File: src/rtl/axi4_burst_master_if.sv
// axi4_burst_master_if: command, user data streams and AXI4 master channels of the burst master
interface axi4_burst_master_if #(
  parameter int G_ADDR_WIDTH = 6,
  parameter int G_DATA_WIDTH = 32,
  parameter int G_ID_WIDTH   = 2
);
  logic                      cmd_valid, cmd_ready, cmd_write;
  logic [G_ADDR_WIDTH-1:0]   cmd_addr;
  logic [7:0]                cmd_len;
  logic [G_ID_WIDTH-1:0]     cmd_id;
  logic                      wr_valid, wr_ready;
  logic [G_DATA_WIDTH-1:0]   wr_data;
  logic                      rd_valid, rd_ready, rd_last;
  logic [G_DATA_WIDTH-1:0]   rd_data;
  logic                      done;
  logic [1:0]                done_resp;
  logic [G_ID_WIDTH-1:0]     m_awid, m_wid, m_bid, m_arid, m_rid;
  logic [G_ADDR_WIDTH-1:0]   m_awaddr, m_araddr;
  logic [7:0]                m_awlen, m_arlen;
  logic [2:0]                m_awsize, m_arsize, m_awprot, m_arprot;
  logic [1:0]                m_awburst, m_arburst, m_bresp, m_rresp;
  logic                      m_awlock, m_arlock;
  logic [3:0]                m_awcache, m_arcache, m_awqos, m_arqos;
  logic                      m_awvalid, m_awready, m_arvalid, m_arready;
  logic [G_DATA_WIDTH-1:0]   m_wdata, m_rdata;
  logic [G_DATA_WIDTH/8-1:0] m_wstrb;
  logic                      m_wlast, m_wvalid, m_wready;
  logic                      m_bvalid, m_bready;
  logic                      m_rlast, m_rvalid, m_rready;
  modport master (
    input  cmd_valid, cmd_write, cmd_addr, cmd_len, cmd_id, wr_valid, wr_data, rd_ready,
    output cmd_ready, wr_ready, rd_valid, rd_data, rd_last, done, done_resp,
    output m_awid, m_awaddr, m_awlen, m_awsize, m_awburst, m_awlock, m_awcache, m_awprot, m_awqos, m_awvalid,
    input  m_awready,
    output m_wid, m_wdata, m_wstrb, m_wlast, m_wvalid,
    input  m_wready,
    input  m_bid, m_bresp, m_bvalid,
    output m_bready,
    output m_arid, m_araddr, m_arlen, m_arsize, m_arburst, m_arlock, m_arcache, m_arprot, m_arqos, m_arvalid,
    input  m_arready,
    input  m_rid, m_rdata, m_rresp, m_rlast, m_rvalid,
    output m_rready
  );
  modport slave (
    output cmd_valid, cmd_write, cmd_addr, cmd_len, cmd_id, wr_valid, wr_data, rd_ready,
    input  cmd_ready, wr_ready, rd_valid, rd_data, rd_last, done, done_resp,
    input  m_awid, m_awaddr, m_awlen, m_awsize, m_awburst, m_awlock, m_awcache, m_awprot, m_awqos, m_awvalid,
    output m_awready,
    input  m_wid, m_wdata, m_wstrb, m_wlast, m_wvalid,
    output m_wready,
    output m_bid, m_bresp, m_bvalid,
    input  m_bready,
    input  m_arid, m_araddr, m_arlen, m_arsize, m_arburst, m_arlock, m_arcache, m_arprot, m_arqos, m_arvalid,
    output m_arready,
    output m_rid, m_rdata, m_rresp, m_rlast, m_rvalid,
    input  m_rready
  );
endinterface

File: src/rtl/axi4_burst_master.sv
// axi4_burst_master: single-outstanding AXI4 INCR burst master; data channels pass straight through,
// burst end is counted internally so m_rlast is never trusted.
module axi4_burst_master #(
  parameter int G_ADDR_WIDTH = 6,
  parameter int G_DATA_WIDTH = 32,
  parameter int G_ID_WIDTH   = 2
) (
  input logic clk_i,
  input logic resetn_i,
  axi4_burst_master_if.master bus
);
  localparam logic [2:0] SIZE = 3'($clog2(G_DATA_WIDTH / 8));
  typedef enum logic [2:0] {IDLE, AW, W, B, AR, R} state_e;
  state_e                  state_q;
  logic [G_ADDR_WIDTH-1:0] addr_q;
  logic [7:0]              len_q, cnt_q;
  logic [G_ID_WIDTH-1:0]   id_q;
  logic [1:0]              resp_q;
  logic                    cmd_ready_q, awvalid_q, arvalid_q, bready_q;
  logic                    in_w, in_r, in_b, w_hs, r_hs, last;
  logic                    unused_in;
  assign in_w = state_q == W;
  assign in_r = state_q == R;
  assign in_b = state_q == B;
  assign last = cnt_q == len_q;
  assign w_hs = in_w & bus.wr_valid & bus.m_wready;
  assign r_hs = in_r & bus.m_rvalid & bus.rd_ready;
  assign unused_in = ^{bus.m_bid, bus.m_rid, bus.m_rlast};
  always_ff @(posedge clk_i or negedge resetn_i) begin
    if (!resetn_i) begin
      state_q     <= IDLE;
      addr_q      <= '0;
      len_q       <= '0;
      id_q        <= '0;
      cnt_q       <= '0;
      resp_q      <= '0;
      cmd_ready_q <= 1'b1;
      awvalid_q   <= 1'b0;
      arvalid_q   <= 1'b0;
      bready_q    <= 1'b0;
    end else begin
      case (state_q)
        IDLE: if (bus.cmd_valid) begin
          addr_q      <= bus.cmd_addr;
          len_q       <= bus.cmd_len;
          id_q        <= bus.cmd_id;
          cnt_q       <= '0;
          resp_q      <= '0;
          cmd_ready_q <= 1'b0;
          awvalid_q   <= bus.cmd_write;
          arvalid_q   <= !bus.cmd_write;
          state_q     <= bus.cmd_write ? AW : AR;
        end
        AW: if (bus.m_awready) begin
          awvalid_q <= 1'b0;
          state_q   <= W;
        end
        W: if (w_hs) begin
          cnt_q <= cnt_q + 8'd1;
          if (last) begin
            bready_q <= 1'b1;
            state_q  <= B;
          end
        end
        B: if (bus.m_bvalid) begin
          bready_q    <= 1'b0;
          cmd_ready_q <= 1'b1;
          state_q     <= IDLE;
        end
        AR: if (bus.m_arready) begin
          arvalid_q <= 1'b0;
          state_q   <= R;
        end
        R: if (r_hs) begin
          cnt_q  <= cnt_q + 8'd1;
          resp_q <= resp_q | bus.m_rresp;
          if (last) begin
            cmd_ready_q <= 1'b1;
            state_q     <= IDLE;
          end
        end
        default: begin
          cmd_ready_q <= 1'b1;
          awvalid_q   <= 1'b0;
          arvalid_q   <= 1'b0;
          bready_q    <= 1'b0;
          state_q     <= IDLE;
        end
      endcase
    end
  end
  assign bus.cmd_ready = cmd_ready_q;
  assign bus.m_awid    = id_q;
  assign bus.m_awaddr  = addr_q;
  assign bus.m_awlen   = len_q;
  assign bus.m_awsize  = SIZE;
  assign bus.m_awburst = 2'b01;
  assign bus.m_awlock  = 1'b0;
  assign bus.m_awcache = '0;
  assign bus.m_awprot  = '0;
  assign bus.m_awqos   = '0;
  assign bus.m_awvalid = awvalid_q;
  assign bus.m_arid    = id_q;
  assign bus.m_araddr  = addr_q;
  assign bus.m_arlen   = len_q;
  assign bus.m_arsize  = SIZE;
  assign bus.m_arburst = 2'b01;
  assign bus.m_arlock  = 1'b0;
  assign bus.m_arcache = '0;
  assign bus.m_arprot  = '0;
  assign bus.m_arqos   = '0;
  assign bus.m_arvalid = arvalid_q;
  assign bus.m_wid     = id_q;
  assign bus.m_wdata   = bus.wr_data;
  assign bus.m_wstrb   = '1;
  assign bus.m_wlast   = in_w & last;
  assign bus.m_wvalid  = in_w & bus.wr_valid;
  assign bus.wr_ready  = in_w & bus.m_wready;
  assign bus.m_bready  = bready_q;
  assign bus.rd_valid  = in_r & bus.m_rvalid;
  assign bus.m_rready  = in_r & bus.rd_ready;
  assign bus.rd_data   = bus.m_rdata;
  assign bus.rd_last   = in_r & last;
  // read responses include the current beat so the final done_resp covers every beat
  assign bus.done      = (in_b & bus.m_bvalid) | (r_hs & last);
  assign bus.done_resp = in_b ? bus.m_bresp : resp_q | bus.m_rresp;
endmodule

File: src/flat_wrapper.sv
// flat-port wrapper written by rule: the top's interface ports become plain ports
module axi4_burst_master_flat 
#(
  parameter int G_ADDR_WIDTH = 6,
  parameter int G_DATA_WIDTH = 32,
  parameter int G_ID_WIDTH   = 2
)
  (clk_i, resetn_i, bus_cmd_valid, bus_cmd_write, bus_cmd_addr, bus_cmd_len, bus_cmd_id, bus_wr_valid, bus_wr_data, bus_rd_ready, bus_cmd_ready, bus_wr_ready, bus_rd_valid, bus_rd_data, bus_rd_last, bus_done, bus_done_resp, bus_m_awid, bus_m_awaddr, bus_m_awlen, bus_m_awsize, bus_m_awburst, bus_m_awlock, bus_m_awcache, bus_m_awprot, bus_m_awqos, bus_m_awvalid, bus_m_awready, bus_m_wid, bus_m_wdata, bus_m_wstrb, bus_m_wlast, bus_m_wvalid, bus_m_wready, bus_m_bid, bus_m_bresp, bus_m_bvalid, bus_m_bready, bus_m_arid, bus_m_araddr, bus_m_arlen, bus_m_arsize, bus_m_arburst, bus_m_arlock, bus_m_arcache, bus_m_arprot, bus_m_arqos, bus_m_arvalid, bus_m_arready, bus_m_rid, bus_m_rdata, bus_m_rresp, bus_m_rlast, bus_m_rvalid, bus_m_rready);
  axi4_burst_master_if #(.G_ADDR_WIDTH(G_ADDR_WIDTH), .G_DATA_WIDTH(G_DATA_WIDTH), .G_ID_WIDTH(G_ID_WIDTH)) bus_i ();
  input logic clk_i;
  input logic resetn_i;
  input wire logic [$bits(bus_i.cmd_valid)-1:0] bus_cmd_valid;
  input wire logic [$bits(bus_i.cmd_write)-1:0] bus_cmd_write;
  input wire logic [$bits(bus_i.cmd_addr)-1:0] bus_cmd_addr;
  input wire logic [$bits(bus_i.cmd_len)-1:0] bus_cmd_len;
  input wire logic [$bits(bus_i.cmd_id)-1:0] bus_cmd_id;
  input wire logic [$bits(bus_i.wr_valid)-1:0] bus_wr_valid;
  input wire logic [$bits(bus_i.wr_data)-1:0] bus_wr_data;
  input wire logic [$bits(bus_i.rd_ready)-1:0] bus_rd_ready;
  output wire logic [$bits(bus_i.cmd_ready)-1:0] bus_cmd_ready;
  output wire logic [$bits(bus_i.wr_ready)-1:0] bus_wr_ready;
  output wire logic [$bits(bus_i.rd_valid)-1:0] bus_rd_valid;
  output wire logic [$bits(bus_i.rd_data)-1:0] bus_rd_data;
  output wire logic [$bits(bus_i.rd_last)-1:0] bus_rd_last;
  output wire logic [$bits(bus_i.done)-1:0] bus_done;
  output wire logic [$bits(bus_i.done_resp)-1:0] bus_done_resp;
  output wire logic [$bits(bus_i.m_awid)-1:0] bus_m_awid;
  output wire logic [$bits(bus_i.m_awaddr)-1:0] bus_m_awaddr;
  output wire logic [$bits(bus_i.m_awlen)-1:0] bus_m_awlen;
  output wire logic [$bits(bus_i.m_awsize)-1:0] bus_m_awsize;
  output wire logic [$bits(bus_i.m_awburst)-1:0] bus_m_awburst;
  output wire logic [$bits(bus_i.m_awlock)-1:0] bus_m_awlock;
  output wire logic [$bits(bus_i.m_awcache)-1:0] bus_m_awcache;
  output wire logic [$bits(bus_i.m_awprot)-1:0] bus_m_awprot;
  output wire logic [$bits(bus_i.m_awqos)-1:0] bus_m_awqos;
  output wire logic [$bits(bus_i.m_awvalid)-1:0] bus_m_awvalid;
  input wire logic [$bits(bus_i.m_awready)-1:0] bus_m_awready;
  output wire logic [$bits(bus_i.m_wid)-1:0] bus_m_wid;
  output wire logic [$bits(bus_i.m_wdata)-1:0] bus_m_wdata;
  output wire logic [$bits(bus_i.m_wstrb)-1:0] bus_m_wstrb;
  output wire logic [$bits(bus_i.m_wlast)-1:0] bus_m_wlast;
  output wire logic [$bits(bus_i.m_wvalid)-1:0] bus_m_wvalid;
  input wire logic [$bits(bus_i.m_wready)-1:0] bus_m_wready;
  input wire logic [$bits(bus_i.m_bid)-1:0] bus_m_bid;
  input wire logic [$bits(bus_i.m_bresp)-1:0] bus_m_bresp;
  input wire logic [$bits(bus_i.m_bvalid)-1:0] bus_m_bvalid;
  output wire logic [$bits(bus_i.m_bready)-1:0] bus_m_bready;
  output wire logic [$bits(bus_i.m_arid)-1:0] bus_m_arid;
  output wire logic [$bits(bus_i.m_araddr)-1:0] bus_m_araddr;
  output wire logic [$bits(bus_i.m_arlen)-1:0] bus_m_arlen;
  output wire logic [$bits(bus_i.m_arsize)-1:0] bus_m_arsize;
  output wire logic [$bits(bus_i.m_arburst)-1:0] bus_m_arburst;
  output wire logic [$bits(bus_i.m_arlock)-1:0] bus_m_arlock;
  output wire logic [$bits(bus_i.m_arcache)-1:0] bus_m_arcache;
  output wire logic [$bits(bus_i.m_arprot)-1:0] bus_m_arprot;
  output wire logic [$bits(bus_i.m_arqos)-1:0] bus_m_arqos;
  output wire logic [$bits(bus_i.m_arvalid)-1:0] bus_m_arvalid;
  input wire logic [$bits(bus_i.m_arready)-1:0] bus_m_arready;
  input wire logic [$bits(bus_i.m_rid)-1:0] bus_m_rid;
  input wire logic [$bits(bus_i.m_rdata)-1:0] bus_m_rdata;
  input wire logic [$bits(bus_i.m_rresp)-1:0] bus_m_rresp;
  input wire logic [$bits(bus_i.m_rlast)-1:0] bus_m_rlast;
  input wire logic [$bits(bus_i.m_rvalid)-1:0] bus_m_rvalid;
  output wire logic [$bits(bus_i.m_rready)-1:0] bus_m_rready;
  assign bus_i.cmd_valid = bus_cmd_valid;
  assign bus_i.cmd_write = bus_cmd_write;
  assign bus_i.cmd_addr = bus_cmd_addr;
  assign bus_i.cmd_len = bus_cmd_len;
  assign bus_i.cmd_id = bus_cmd_id;
  assign bus_i.wr_valid = bus_wr_valid;
  assign bus_i.wr_data = bus_wr_data;
  assign bus_i.rd_ready = bus_rd_ready;
  assign bus_cmd_ready = bus_i.cmd_ready;
  assign bus_wr_ready = bus_i.wr_ready;
  assign bus_rd_valid = bus_i.rd_valid;
  assign bus_rd_data = bus_i.rd_data;
  assign bus_rd_last = bus_i.rd_last;
  assign bus_done = bus_i.done;
  assign bus_done_resp = bus_i.done_resp;
  assign bus_m_awid = bus_i.m_awid;
  assign bus_m_awaddr = bus_i.m_awaddr;
  assign bus_m_awlen = bus_i.m_awlen;
  assign bus_m_awsize = bus_i.m_awsize;
  assign bus_m_awburst = bus_i.m_awburst;
  assign bus_m_awlock = bus_i.m_awlock;
  assign bus_m_awcache = bus_i.m_awcache;
  assign bus_m_awprot = bus_i.m_awprot;
  assign bus_m_awqos = bus_i.m_awqos;
  assign bus_m_awvalid = bus_i.m_awvalid;
  assign bus_i.m_awready = bus_m_awready;
  assign bus_m_wid = bus_i.m_wid;
  assign bus_m_wdata = bus_i.m_wdata;
  assign bus_m_wstrb = bus_i.m_wstrb;
  assign bus_m_wlast = bus_i.m_wlast;
  assign bus_m_wvalid = bus_i.m_wvalid;
  assign bus_i.m_wready = bus_m_wready;
  assign bus_i.m_bid = bus_m_bid;
  assign bus_i.m_bresp = bus_m_bresp;
  assign bus_i.m_bvalid = bus_m_bvalid;
  assign bus_m_bready = bus_i.m_bready;
  assign bus_m_arid = bus_i.m_arid;
  assign bus_m_araddr = bus_i.m_araddr;
  assign bus_m_arlen = bus_i.m_arlen;
  assign bus_m_arsize = bus_i.m_arsize;
  assign bus_m_arburst = bus_i.m_arburst;
  assign bus_m_arlock = bus_i.m_arlock;
  assign bus_m_arcache = bus_i.m_arcache;
  assign bus_m_arprot = bus_i.m_arprot;
  assign bus_m_arqos = bus_i.m_arqos;
  assign bus_m_arvalid = bus_i.m_arvalid;
  assign bus_i.m_arready = bus_m_arready;
  assign bus_i.m_rid = bus_m_rid;
  assign bus_i.m_rdata = bus_m_rdata;
  assign bus_i.m_rresp = bus_m_rresp;
  assign bus_i.m_rlast = bus_m_rlast;
  assign bus_i.m_rvalid = bus_m_rvalid;
  assign bus_m_rready = bus_i.m_rready;
  axi4_burst_master #(.G_ADDR_WIDTH(G_ADDR_WIDTH), .G_DATA_WIDTH(G_DATA_WIDTH), .G_ID_WIDTH(G_ID_WIDTH)) u_core (.clk_i(clk_i), .resetn_i(resetn_i), .bus(bus_i));
endmodule
File: config.mk
export PLATFORM = sky130hd
export DESIGN_NAME = axi4_burst_master_flat
export DESIGN_NICKNAME = d
export VERILOG_FILES = /design/src/rtl/axi4_burst_master_if.sv /design/src/rtl/axi4_burst_master.sv /design/src/flat_wrapper.sv
export SDC_FILE = /design/constraint.sdc
export NUM_CORES = 1
export LEC_CHECK = 0
export BUFFER_PORTS_ARGS = -buffer_cell sky130_fd_sc_hd__clkbuf_2
export CORE_AREA = 2 2 96 98
export CTS_CLUSTER_DIAMETER = 40
export DETAILED_ROUTE_END_ITERATION = 6
export DIE_AREA = 0 0 98 100
export HOLD_SLACK_MARGIN = 0.08
export PLACE_DENSITY_LB_ADDON = 0.08
export SLEW_MARGIN = 10
export SYNTH_ARGS = -nofsm -noshare
export SYNTH_HDL_FRONTEND = slang
export SYNTH_SLANG_ARGS = --single-unit
export TNS_END_PERCENT = 5
File: constraint.sdc
create_clock -name clk_i -period 2.65 [get_ports clk_i]
set_input_delay 0.53 -clock clk_i [delete_from_list [all_inputs] [get_ports clk_i]]
set_output_delay 0.53 -clock clk_i [all_outputs]
set_load 0.02 [all_outputs]
==> Yosys cells after proc, flatten, opt, wreduce, memory -nomap -nowiden <==
Index checks and enable logic that the tools add are counted.
{ "word_totals": {"ff_bits": 33, "out_inout_bits": 149, "elab_cells": 89} }
{ "op_classes": {"addsub": 1, "n_eq_ne": 14, "muxes": 32, "n_bitwise": 16, "n_reduce_logical": 16} }
{ "op_table": {"columns": ["operator", "n"], "rows": [
  ["$mux 3", 9],
  ["$mux 8", 3],
  ["$pmux 8 s3", 1],
  ["$pmux 3 s6", 1],
  ["$ne 2x2->1 const B", 8],
  ["$reduce_or 4->1", 3],
  ["$and 1x1->1", 10],
  ["$mux 1", 10],
  ["$pmux 1 s3", 3],
  ["$reduce_and 3->1", 3],
  ["$add 8x1->8 const B", 1],
  ["$eq 8x8->1", 1],
  ["$reduce_and 4->1", 2],
  ["$reduce_and 8->1", 1],
  ["$eq 3x2->1 const B", 2],
  ["$eq 3x3->1 const B", 2],
  ["$mux 2", 3],
  ["$reduce_and 5->1", 1],
  ["$not 1->1", 4],
  ["$pmux 1 s4", 1],
  ["$pmux 2 s2", 1],
  ["$eq 3x1->1 const B", 1],
  ["$logic_not 3->1", 1],
  ["$reduce_bool 3->1", 1],
  ["6 further kinds", 6]
]} }

==> Longest topological paths before layout <==
{ "logic_depth": {"ltp_word": 5, "depth_mapped": 6, "depth_no_buf": 5} }

==> Worst setup path before layout <==
No wires, ideal clock.
{ "synth_path": {"path_type": "flip-flop to output port", "start": "register u_core.len_q[1] (netlist: u_core.bus.m_arlen[1])", "end": "output port bus_done", "t_arrival_ns": 1.841, "setup_slack_ns": 0.279, "path_stages_with_launch": 6, "path_cell_list": "dfrtp_1 xor2_1 nor4_4 nand2_2 or3_1 a21oi_1"} }
{ "synth_between": {"elab_chain_len": 3} }
{ "synth_lines": {"columns": ["element", "line_no", "source"], "rows": [
  ["from (decl)", "axi4_burst_master.sv:16", "logic [7:0] len_q, cnt_q;"],
  ["from (signal assigned)", "axi4_burst_master.sv:45", "len_q <= bus.cmd_len;"],
  ["$eq 8x8->1", "axi4_burst_master.sv:25", "assign last = cnt_q == len_q;"],
  ["$and 1x1->1", "axi4_burst_master.sv:125", "assign bus.done = (in_b & bus.m_bvalid) | (r_hs & last);"],
  ["$or 1x1->1", "axi4_burst_master.sv:125", null],
  ["to (decl)", "flat_wrapper.sv:25", "output wire logic [$bits(bus_i.done)-1:0] bus_done;"]
]} }
No other way between the ends.

==> Worst setup path after layout <==
{ "layout_path": {"start": "register u_core.cnt_q[5]", "end": "output port bus_done"} }
{ "layout_between": {"elab_chain_len": 3} }
{ "layout_lines": {"columns": ["element", "line_no", "source"], "rows": [
  ["from (decl)", "axi4_burst_master.sv:16", null],
  ["from (signal assigned)", "axi4_burst_master.sv:59", "cnt_q <= cnt_q + 8'd1;"],
  ["from (signal assigned)", "axi4_burst_master.sv:75", "cnt_q <= cnt_q + 8'd1;"],
  ["$eq 8x8->1", "axi4_burst_master.sv:25", null],
  ["$and 1x1->1", "axi4_burst_master.sv:125", null],
  ["$or 1x1->1", "axi4_burst_master.sv:125", null]
]} }
No other way between the ends.

==> flow_metrics.env <==
export IMPL_wl_mm=5.65
export IMPL_drc=0
export IMPL_switching_share_pct=46.3
export IMPL_drive_gt1_share_pct=42.4
export IMPL_placementRows=35
export IMPL_share_clk_of_total_power_pct=13.9
export IMPL_globalRouteOverflowTotal=0
export IMPL_avgViaCountPerCell=4.34
export IMPL_use_met2_pct=16.8
export IMPL_cts_buffers_inserted=5
export IMPL_ios=249
export IMPL_worst_setup_hold_path_clk_slew_ps=70
export IMPL_detailed_place_hpwl_mm=4.26
export IMPL_yosys_cell_count_top_type="sky130_fd_sc_hd__buf_4"
export IMPL_total_number_of_clock_tree_sinks=33
export IMPL_cp_required_ps=2120
export IMPL_fin_skew_ps=6.73
export IMPL_power_ir_vdd_worst_uv=410
export IMPL_final_period_utilization_pct=95.3
export IMPL_clock_path_buffers=2
export IMPL_synth_edf_count=0
export IMPL_antenna_cells=0
export IMPL_timing_final_crit_period_ps=2520
export IMPL_final_hold_viol_count=0
export IMPL_max_slew_margin_rel_pct=60.2
export IMPL_instances_no_fill=420
export IMPL_grt_busiest_layer="met2"
export IMPL_post_synth_instance_area_mm2=0.00270
export IMPL_worstSkewPairLatency_ps=280
export IMPL_htree_num_levels=2
export IMPL_power_leakage_uw=0.00140
export IMPL_detailroute_via_count=1824
export IMPL_synth_seq_cells=33
export IMPL_chipHeight_um=100
export IMPL_pwr_share_comb_pct=54.2
export IMPL_grt_util_all_layers_pct=11.4
export IMPL_synth_async_reset_ratio_pct=100
export IMPL_placed_cells_incl_taps=400
export IMPL_worst_pin_slew_ps=597
export IMPL_grt_pass1_wl_mm=8.99
export IMPL_placeable_core_region_mm2=0.00889
export IMPL_die_area_mm2=0.00980
export IMPL_drtIter0Drc=56
export IMPL_timing_critical_path_from_type="register"
export IMPL_grt_start_max_net_pins=24
export IMPL_totalNegativeSetupSlack_ps=0
export IMPL_cp_max_fo=3
export IMPL_setup_viol_count_final=0
export IMPL_placed_area_mm2=0.00248
export IMPL_synth_commonest_cells="sky130_fd_sc_hd__buf_4, sky130_fd_sc_hd__dfrtp_1, sky130_fd_sc_hd__mux2_2, sky130_fd_sc_hd__nor2_1"
export IMPL_synth_ff_type="sky130_fd_sc_hd__dfrtp_1"
export IMPL_cp_slowest_cell="sky130_fd_sc_hd__dfrtp_1"
export IMPL_max_clock_freq_mhz=396
export IMPL_synth_top_cell_area_share_pct=33.4
export IMPL_hold_path_class="in -> async"
export IMPL_critical_path_top_delay_family="simple AND/OR/NAND/NOR gates"
export IMPL_final_fill_count=970
export IMPL_worstSetupEndpointType="output pin"
export IMPL_synth_cell_type_count=44
export IMPL_timing_critical_path_cells="xor2_1 > nor4_4 > nand2_2 > or3_1 > a21oi_2 > buf_4"
export IMPL_postSynthCellCount=297
export IMPL_seq_area_frac_synth_pct=30.6
export IMPL_detail_route_antenna_nets=0
export IMPL_seq_power_share_pct=31.9
export IMPL_ys_warnings_count=0
export IMPL_floorplan_initialDensity_pct=30.4
export IMPL_internal_power_uw=1510
export IMPL_finalInstanceArea_mm2=0.00267
export IMPL_first_global_vias=1736
export IMPL_final_net_count=410
export IMPL_synth_area_leader_cell="sky130_fd_sc_hd__buf_4"
export IMPL_port_buffers=77
export IMPL_setup_repair_after_global_routing_missed_its_margin="false"
export IMPL_seq_area_um2=830
export IMPL_maxSlewViolCount=0
export IMPL_synthTopCellsByArea="sky130_fd_sc_hd__buf_4, sky130_fd_sc_hd__dfrtp_1, sky130_fd_sc_hd__mux2_2, sky130_fd_sc_hd__xor2_1, sky130_fd_sc_hd__nor2_1"
export IMPL_groute_layer_met3_usage_pct=2.79
export IMPL_timing_max_cap_violations=0
export IMPL_synthesis_area_per_instance_um2=9.09
export IMPL_finalHoldWorstSlack_ps=221
export IMPL_critPathBufInv=1
export IMPL_clk_root_buffer_cell="sky130_fd_sc_hd__clkbuf_8"
export IMPL_drt_first_pass_iters=4
export IMPL_critical_path_class="reg -> out"
export IMPL_crit_arrival_ps=1990
export IMPL_power_net_switching_uw=1300
export IMPL_multi_input_comb_area_mm2=0.00107
export IMPL_cts_tree="done"
export IMPL_chipWidth_um=98
export IMPL_power_per_cell_area_mw_per_mm2=1050
export IMPL_status="finished, final reports clean"
export IMPL_peak_per_stage_delay_on_the_critical_path_ps=400
export IMPL_flow_area_growth_from_synthesis_pct=-1.11
export IMPL_global_route_usage_met1_pct=15.2
export IMPL_drt_wirelength_per_cell_um=13.5
export IMPL_place_gp_congestion=0.777
export IMPL_grt_antenna_before_repair=0
==> worst paths after layout <==
check | end | cells after the start | start | slack, ps
setup / recovery | bus_done | 6 | u_core.cnt_q[5] | 130
hold / removal | u_core.bus.m_arvalid | 1 | resetn_i | 220
setup reg to reg | u_core.cnt_q[5] | 4 | u_core.state_q[0] | 630
hold reg to reg | u_core.bus.cmd_ready | 2 | u_core.bus.cmd_ready | 470
max in group asynchronous | u_core.bus.cmd_ready | 2 | resetn_i | 1810
min in group clk_i | u_core.bus.cmd_ready | 2 | u_core.bus.cmd_ready | 470
==> sequential cells by signal (all words and copies together) (netlist names) <==
signal,cells
u_core.bus.m_awvalid,1
u_core.resp_q,2
u_core.bus.cmd_ready,1
u_core.cnt_q,8
u_core.bus.m_arvalid,1
u_core.bus.m_araddr,6
u_core.state_q,3
u_core.bus.m_arid,2
u_core.bus.m_bready,1
u_core.bus.m_arlen,8
==> what timing repair did <==
item                                    in CTS  in global routing
buffers inserted                             4                  9
pin swaps                                    3                  3
hold buffers                                 0                  0
endpoints found under the setup margin       1                  1
gates resized for setup                      2                  3
==> layer usage <==
layer	part of all wire, %	up-vias
met5	0	-
met4	2.9	0
met3	7.7	22
met2	46	97
met1	43	853
li1	-	852
==> power groups by stage <==
stage	clock (uW)	combinational, uW	sequential, uW
floorplan	0	1170	1030
global placement	0	1400	922
detailed placement	0	1400	930
CTS	410	1460	917
global route	434	1640	940
finish	389	1520	895
==> cell type report <==
| type | count | area share, % |
|---|---|---|
| clock buffers | 7 | 3.23 |
| inverters | 4 | 0.562 |
| multi-input cells | 169 | 40.1 |
| flip-flops and latches | 33 | 31.1 |
| well taps | 111 | 5.20 |
| repair buffers | 96 | 19.9 |
==> cells in the final DEF, fill, tap and decap left out, types with 2 or more instances in the layout <==
cell type / Yosys / final
sky130_fd_sc_hd__clkbuf_2: 0 / 76
sky130_fd_sc_hd__inv_1: 4 / 4
sky130_fd_sc_hd__clkbuf_8: 0 / 6
sky130_fd_sc_hd__dfrtp_2: 0 / 2
sky130_fd_sc_hd__a21oi_2: 1 / 2
sky130_fd_sc_hd__and3_1: 4 / 4
sky130_fd_sc_hd__nand2_1: 11 / 11
sky130_fd_sc_hd__o211ai_1: 2 / 2
sky130_fd_sc_hd__and2_1: 5 / 5
sky130_fd_sc_hd__o21ai_1: 3 / 3
sky130_fd_sc_hd__nand4_1: 2 / 2
sky130_fd_sc_hd__dfrtp_1: 32 / 30
sky130_fd_sc_hd__o2111ai_1: 2 / 2
sky130_fd_sc_hd__nor2_1: 17 / 17
sky130_fd_sc_hd__nor2b_1: 2 / 2
sky130_fd_sc_hd__buf_4: 120 / 20
sky130_fd_sc_hd__o31ai_1: 2 / 2
sky130_fd_sc_hd__nor4_4: 2 / 2
sky130_fd_sc_hd__xor2_1: 11 / 11
sky130_fd_sc_hd__nand2b_1: 5 / 5
sky130_fd_sc_hd__a21oi_1: 10 / 9
sky130_fd_sc_hd__o22ai_1: 2 / 2
sky130_fd_sc_hd__mux2_2: 17 / 17
sky130_fd_sc_hd__nand3_1: 8 / 8
sky130_fd_sc_hd__o21ai_0: 7 / 7
sky130_fd_sc_hd__conb_1: 2 / 38
==> metrics by stage <==
stage	setup WS, ps	util [%]	power [uW]
final	126	30.0	2800
after global routing	4.80	30.0	3020
after CTS	40.4	29.2	2790
after detailed placement	246	27.9	2330
after global placement	232	27.9	2330
after floorplan	279	-	2210
==> cell families (layout without fill, tap and decap cells) <==
| kind of cell | count (synthesis) | count (layout) | synth area share [%] |
|---|---|---|---|
| xor gates and xnor gates | 11 | 11 | 3.57 |
| AOI/OAI and AO/OA | 38 | 38 | 9.13 |
| DFF | 33 | 33 | 30.6 |
| adders and majority gates | 1 | 1 | 0.463 |
| muxes | 18 | 18 | 7.46 |
| buffers and inverters | 131 | 107 | 35.1 |
| other | 2 | 38 | 0.278 |
| and+or+nand+nor | 63 | 63 | 13.3 |
(Power assumes the default switching activity.)
